<file path="config.mk">
export PLATFORM = sky130hd
export DESIGN_NAME = control_pipeline
export DESIGN_NICKNAME = d
export VERILOG_FILES = /design/src/rtl/control_pipeline.sv
export SDC_FILE = /design/constraint.sdc
export NUM_CORES = 1
export LEC_CHECK = 0
export BUFFER_PORTS_ARGS = -buffer_cell sky130_fd_sc_hd__buf_2
export CELL_PAD_IN_SITES_DETAIL_PLACEMENT = 1
export CELL_PAD_IN_SITES_GLOBAL_PLACEMENT = 2
export CORE_MARGIN = 2
export CORE_UTILIZATION = 33
export CTS_CLUSTER_DIAMETER = 150
export CTS_CLUSTER_SIZE = 12
export DETAILED_ROUTE_END_ITERATION = 10
export GPL_ROUTABILITY_DRIVEN = 0
export PLACE_DENSITY = 0.93
export SLEW_MARGIN = 20
export SYNTH_ARGS = -nofsm -noshare
export SYNTH_HDL_FRONTEND = slang
export SYNTH_SLANG_ARGS = --single-unit
export TNS_END_PERCENT = 50
</file>
<file path="constraint.sdc">
create_clock -name clk -period 2.2 [get_ports clk]
set_input_delay 0.22 -clock clk [delete_from_list [all_inputs] [get_ports clk]]
set_output_delay 0.22 -clock clk [all_outputs]
set_load 0.05 [all_outputs]
</file>
<file path="src/rtl/control_pipeline.sv">
// Control path of a 5-stage in-order pipeline: E/M/W control registers,
// load-use stall, branch flush and operand forwarding select.
module control_pipeline (
    input  logic       clk,
    input  logic       rst,
    input  logic       RegWriteD,
    input  logic       ALUSrcD,
    input  logic       MemWriteD,
    input  logic       ResultSrcD,
    input  logic       BranchD,
    input  logic [2:0] ALUControlD,
    input  logic [4:0] RdD,
    input  logic [4:0] Rs1D,
    input  logic [4:0] Rs2D,
    input  logic       ZeroE,
    output logic       ALUSrcE,
    output logic [2:0] ALUControlE,
    output logic       PCSrcE,
    output logic       MemWriteM,
    output logic       RegWriteW,
    output logic       ResultSrcW,
    output logic [4:0] RdW,
    output logic [1:0] ForwardAE,
    output logic [1:0] ForwardBE,
    output logic       StallF,
    output logic       StallD,
    output logic       FlushD
);

    localparam int unsigned REG_W = 5;
    localparam int unsigned ALU_W = 3;
    localparam int unsigned FWD_W = 2;

    localparam logic [FWD_W-1:0] FWD_RF = FWD_W'(0);
    localparam logic [FWD_W-1:0] FWD_WB = FWD_W'(1);
    localparam logic [FWD_W-1:0] FWD_MEM = FWD_W'(2);

    typedef struct packed {
        logic             regwrite;
        logic             alusrc;
        logic             memwrite;
        logic             resultsrc;
        logic             branch;
        logic [ALU_W-1:0] alucontrol;
        logic [REG_W-1:0] rd;
        logic [REG_W-1:0] rs1;
        logic [REG_W-1:0] rs2;
    } e_stage_t;

    typedef struct packed {
        logic             regwrite;
        logic             memwrite;
        logic             resultsrc;
        logic [REG_W-1:0] rd;
    } m_stage_t;

    typedef struct packed {
        logic             regwrite;
        logic             resultsrc;
        logic [REG_W-1:0] rd;
    } w_stage_t;

    e_stage_t e_q;
    m_stage_t m_q;
    w_stage_t w_q;
    e_stage_t e_next;

    logic load_use;
    logic pcsrc;
    logic bubble_e;
    logic [FWD_W-1:0] fwd_a;
    logic [FWD_W-1:0] fwd_b;

    // Hazard detection; a taken branch overrides a load-use stall.
    always_comb begin
        load_use = 1'b0;
        pcsrc    = 1'b0;
        bubble_e = 1'b0;
        load_use = e_q.resultsrc && e_q.regwrite && (e_q.rd != '0)
                   && ((e_q.rd == Rs1D) || (e_q.rd == Rs2D));
        pcsrc    = e_q.branch && ZeroE;
        bubble_e = load_use || pcsrc;
    end

    // Forward select; M is newer than W so it is checked first, x0 never forwards.
    always_comb begin
        fwd_a = FWD_RF;
        fwd_b = FWD_RF;
        if (m_q.regwrite && (m_q.rd != '0) && (m_q.rd == e_q.rs1)) begin
            fwd_a = FWD_MEM;
        end else if (w_q.regwrite && (w_q.rd != '0) && (w_q.rd == e_q.rs1)) begin
            fwd_a = FWD_WB;
        end
        if (m_q.regwrite && (m_q.rd != '0) && (m_q.rd == e_q.rs2)) begin
            fwd_b = FWD_MEM;
        end else if (w_q.regwrite && (w_q.rd != '0) && (w_q.rd == e_q.rs2)) begin
            fwd_b = FWD_WB;
        end
    end

    always_comb begin
        e_next            = '0;
        e_next.regwrite   = RegWriteD;
        e_next.alusrc     = ALUSrcD;
        e_next.memwrite   = MemWriteD;
        e_next.resultsrc  = ResultSrcD;
        e_next.branch     = BranchD;
        e_next.alucontrol = ALUControlD;
        e_next.rd         = RdD;
        e_next.rs1        = Rs1D;
        e_next.rs2        = Rs2D;
    end

    // Stage registers; reset loads bubbles everywhere, hazards bubble only E.
    always_ff @(posedge clk) begin
        if (rst) begin
            e_q <= '0;
            m_q <= '0;
            w_q <= '0;
        end else begin
            e_q <= bubble_e ? e_stage_t'('0) : e_next;
            m_q.regwrite  <= e_q.regwrite;
            m_q.memwrite  <= e_q.memwrite;
            m_q.resultsrc <= e_q.resultsrc;
            m_q.rd        <= e_q.rd;
            w_q.regwrite  <= m_q.regwrite;
            w_q.resultsrc <= m_q.resultsrc;
            w_q.rd        <= m_q.rd;
        end
    end

    assign ALUSrcE     = e_q.alusrc;
    assign ALUControlE = e_q.alucontrol;
    assign MemWriteM   = m_q.memwrite;
    assign RegWriteW   = w_q.regwrite;
    assign ResultSrcW  = w_q.resultsrc;
    assign RdW         = w_q.rd;
    assign PCSrcE      = pcsrc;
    assign StallF      = load_use && !pcsrc;
    assign StallD      = load_use && !pcsrc;
    assign FlushD      = pcsrc;
    assign ForwardAE   = fwd_a;
    assign ForwardBE   = fwd_b;

endmodule
</file>
# ---- After elaboration in Yosys (flattened, before gate mapping)
# Cells that the tools add are included.
dict set report op_classes {
  n_lt_le_gt_ge 0
  bitwise 0
  eq_ne 6
  mux 4
  shift 0
  n_reduce_logical 18
  multipliers 0
  n_addsub 0
  div 0
}
# cell count
set ops {}
lappend ops {{equality test 5 bit} 6}
lappend ops {{nonzero test 5 bit} 3}
lappend ops {{logical AND 1 bit} 11}
lappend ops {{two-way mux 2 bit} 2}
lappend ops {{logical OR 1 bit} 2}
lappend ops {{two-way mux 1 bit} 2}
lappend ops {{OR reduction 2 bit} 1}
lappend ops {{zero test 1 bit} 1}
dict set report totals {
  latch_bits 0
  regBits 38
  inputBits 26
  mem_bits_ro 0
  elab_cells 44
  ramBits 0
  mem_count 0
  output_inout_bits 20
}

# ---- Depth between registers and ports, before layout
dict set report depth {
  word_depth 5
  ltp_mapped 5
  mapped_depth_nobuf 4
}

# ---- Worst setup path after synthesis
# No wires, ideal clock.
dict set report synth_timing {
  path_kind {reg-to-output}
  from {register m_q[0] in the netlist's numbering}
  to {output ForwardBE[0]}
  slack_ps -761
  required_time_ps 1980
  arrival_time_ps 2741
  path_buffers 0
  path_stages_with_launch 5
  path_cell_list {dfxtp_1 > xnor2_1 > nand3_1 > nor4_1 > nor4_2}
}
dict set report synth_via {
  elab_chain_cells 4
}
# element line_no
set synth_lines {}
lappend synth_lines {{start, declared} 64} ;# m_stage_t m_q;
lappend synth_lines {{nonzero test 5 bit} 94} ;# if (m_q.regwrite && (m_q.rd != '0) && (m_q.rd == e_q.rs2)) begin
lappend synth_lines {{logical AND 1 bit} 94}
lappend synth_lines {{logical AND 1 bit *} 94}
lappend synth_lines {{two-way mux 2 bit *} 94}
lappend synth_lines {{end, declared} 24} ;# output logic [1:0] ForwardBE,
# Mark *: on every way between the ends. The rest lies on a longest branch, timed or not.

# ---- Worst setup path after layout
dict set report layout_timing {
  from {register m_q[1] in the netlist's numbering}
  to {output ForwardBE[0]}
}
# The elaborated chain is that of the path after synthesis.

==> metrics <==
Die X 74.8 um; Tot Pwr 0.00141 W; Rel. slew slack 59.8%; global route total overflow 0; fin crit share 96.9%; Cell Pwr Density 687 nW/um^2; syn_nets 192; Critical Path, Cell by Cell or4_1, o21ai_2, nor4_2, nor4_4, buf_6; max-cap violation count 0; Final setup viols 0; clk_lat worst skew 0.29 ns; P&R area growth vs syn 23.8%; PortBufs 45; share of layout cells above drive strength 1 33.5%; Crit. Startpoint m_q[1]$_SDFF_PP0_; Max Clock Skew 0.00829 ns; initial core utilization 34.6%; FF-to-FF path depth 4; critical path type register to primary output; most frequent cells in the layout 43 x buf_2, 32 x dfxtp_1, 23 x nand3b_1, 23 x a21oi_1, 16 x xnor2_1; post-synthesis cell area 1650 sq um; initial antenna violation count 0; Worst setup EP type primary output; Most used DFF post-synth dfxtp_1; first-pass iteration count of the detailed router 4; Bufs and invs on worst path 1; Cells after Synth 166; drt wl/cell 14.1 um; die height 74.8 um; flop-to-flop setup slack 0.65 ns; CP Max Fanout 4; Worst Tran Pin Value 0.603 ns; # IOs 46; # diodes 0; mean post-synth cell area 9.96 sq um; vias in the first global route 1274; CTS clk-pin slew, worst paths 0.08 ns; Synth cell types 22; end point of the critical path ForwardBE[0]; Critical Path Source Type register; Final Hold Vio Count 0; H-tree depth 2; RSZ-0062 raised after global routing false; max incr delay on CP 0.54 ns; commonest non-fill, non-tap cell in the layout buf_2; sequential area share after synthesis 46.0%; drt total wl 3.88 mm; # rows 25; first-pass GRT wire length 5.95 mm; 1st-iter DRT viols 20; ANT nets after route 0; GR Layer Usage met2 24.5%; fmax 469 MHz; global routing usage on met3 5.22%; Reg-to-Reg Start e_q[10]$_SDFF_PP0_; NumNets Final 235; Crit path depth 5; LEAKAGE 0.916 nW; Avg Vias per Cell 4.61; fin area 2050 sq um; hold crit path type input port to register; hold buffers post-CTS 0; # DRC 0; Tot GR Track Use 14.6%; maximum number of pins on one net before global-route repair 39; CP required 1.98 ns; DR vias 1273; CTS root buf clkbuf_8; GR peak layer met2; slowest CP cell or4_1; dpl cell area 1920 sq um; delay-heaviest family, CP simple AND/OR/NAND/NOR gates; CP arrival 1.91 ns; Core ar. 4790 sq um; TritonCTS clock tree done; Pins Over Slew Limit 0; met1 Usage GRT 17.1%; Yosys reg bits 38; Sink Count 38; Post-synth EDFFs 0; DP Wirelength 2.75 mm; ys async rst share 0%; minimum clock period 2.13 ns; die area 5600 sq um; worst-case clock buffer depth 2; Warnings, synthesis 0; Inserted Clock Buffers 5; Max VDD drop 0.000431 V; worst r2r dst e_q[3]$_SDFF_PP0_; outcome complete, no violations
-- cell usage after synthesis (2+ instances only) --
master,instances,share of area (%)
dfxtp_1,38,46
a21oi_1,23,7.0
nand3b_1,23,10
xnor2_1,16,8.5
nor2b_1,15,5.7
xor2_1,14,7.4
clkbuf_1,6,1.4
buf_4,5,2.3
nand3_1,4,1.2
or4_1,4,1.8
nand2_1,3,0.68
buf_2,2,0.61
buf_6,2,1.4
nor4_1,2,0.76
nor4_2,2,1.5
-- per-layer routing --
layer	routed length (um)	vias up
met1	1670	576
met5	0	-
met2	1890	41
li1	-	651
met3	288	5
met4	39	0
-- how the worst min path moves through the flow --
stage / to / start / cells after the start
2_1_floorplan: ALUSrcE$_SDFF_PP0_ / ALUSrcD / 2
3_3_place_gp: MemWriteM$_SDFF_PP0_ / e_q[20]$_SDFF_PP0_ / 1
3_5_place_dp: ResultSrcW$_SDFF_PP0_ / m_q[5]$_SDFF_PP0_ / 1
4_1_cts: ALUControlE[1]$_SDFF_PP0_ / ALUControlD[1] / 3
5_1_grt: e_q[22]$_SDFF_PP0_ / RegWriteD / 3
6_report: e_q[18]$_SDFF_PP0_ / BranchD / 3
-- what timing repair did --
action	CTS	global route
pin swaps	0	1
resized for setup	2	3
buffers inserted	0	3
setup endpoints to repair	2	4
cloned	0	1
-- cells by family after synthesis --
group | count (synthesis) | share of synthesized area, %
flip-flops | 38 | 46.0
AND/OR/NAND/NOR | 55 | 22.8
buffers and inverters | 16 | 5.82
AO/OA/AOI/OAI | 27 | 9.46
XOR/XNOR | 30 | 15.9
-- stage by stage --
step,hold slack (ns),setup WS (ns),instances,TNS (ns),util (%)
2_1_floorplan,0.361,-0.00324,166,-0.00324,-
3_3_place_gp,0.421,0.328,265,0,40.2
3_5_place_dp,0.431,0.297,265,0,40.2
4_1_cts,0.174,0.0357,272,0,41.9
5_1_grt,0.183,0.00540,276,0,42.8
6_report,0.178,0.0685,276,0,42.8
-- state kept, by name (all words and copies together) (netlist names) --
register and count:
e_q 19, m_q 7, RdW 5, ALUControlE 3, ALUSrcE 1, MemWriteM 1, RegWriteW 1, ResultSrcW 1
-- worst min-delay path: cells and delay by family --
family	cells	cell delay, ns
buffers and inverters	1	0.09
AOI/OAI and AO/OA	1	0.04
and+or+nand+nor	1	0.06
-- where the power goes --
part | internal (W) | switching, W
Sequential | 0.000723 | 0.0000301
Combinational | 0.0000883 | 0.000121
Clock | 0.000213 | 0.000232
-- final cells by class --
cell class                 count  area [sq um]
tap                           67          83.8
timing repair buffer          50           275
fill                         576          2740
clock buffer                   5          68.8
inverter                       1          3.75
multi-input combinational    113           838
sequential                    38           768
clock inverter                 2          10.0
No activity file was read; power rests on OpenSTA's default activity.
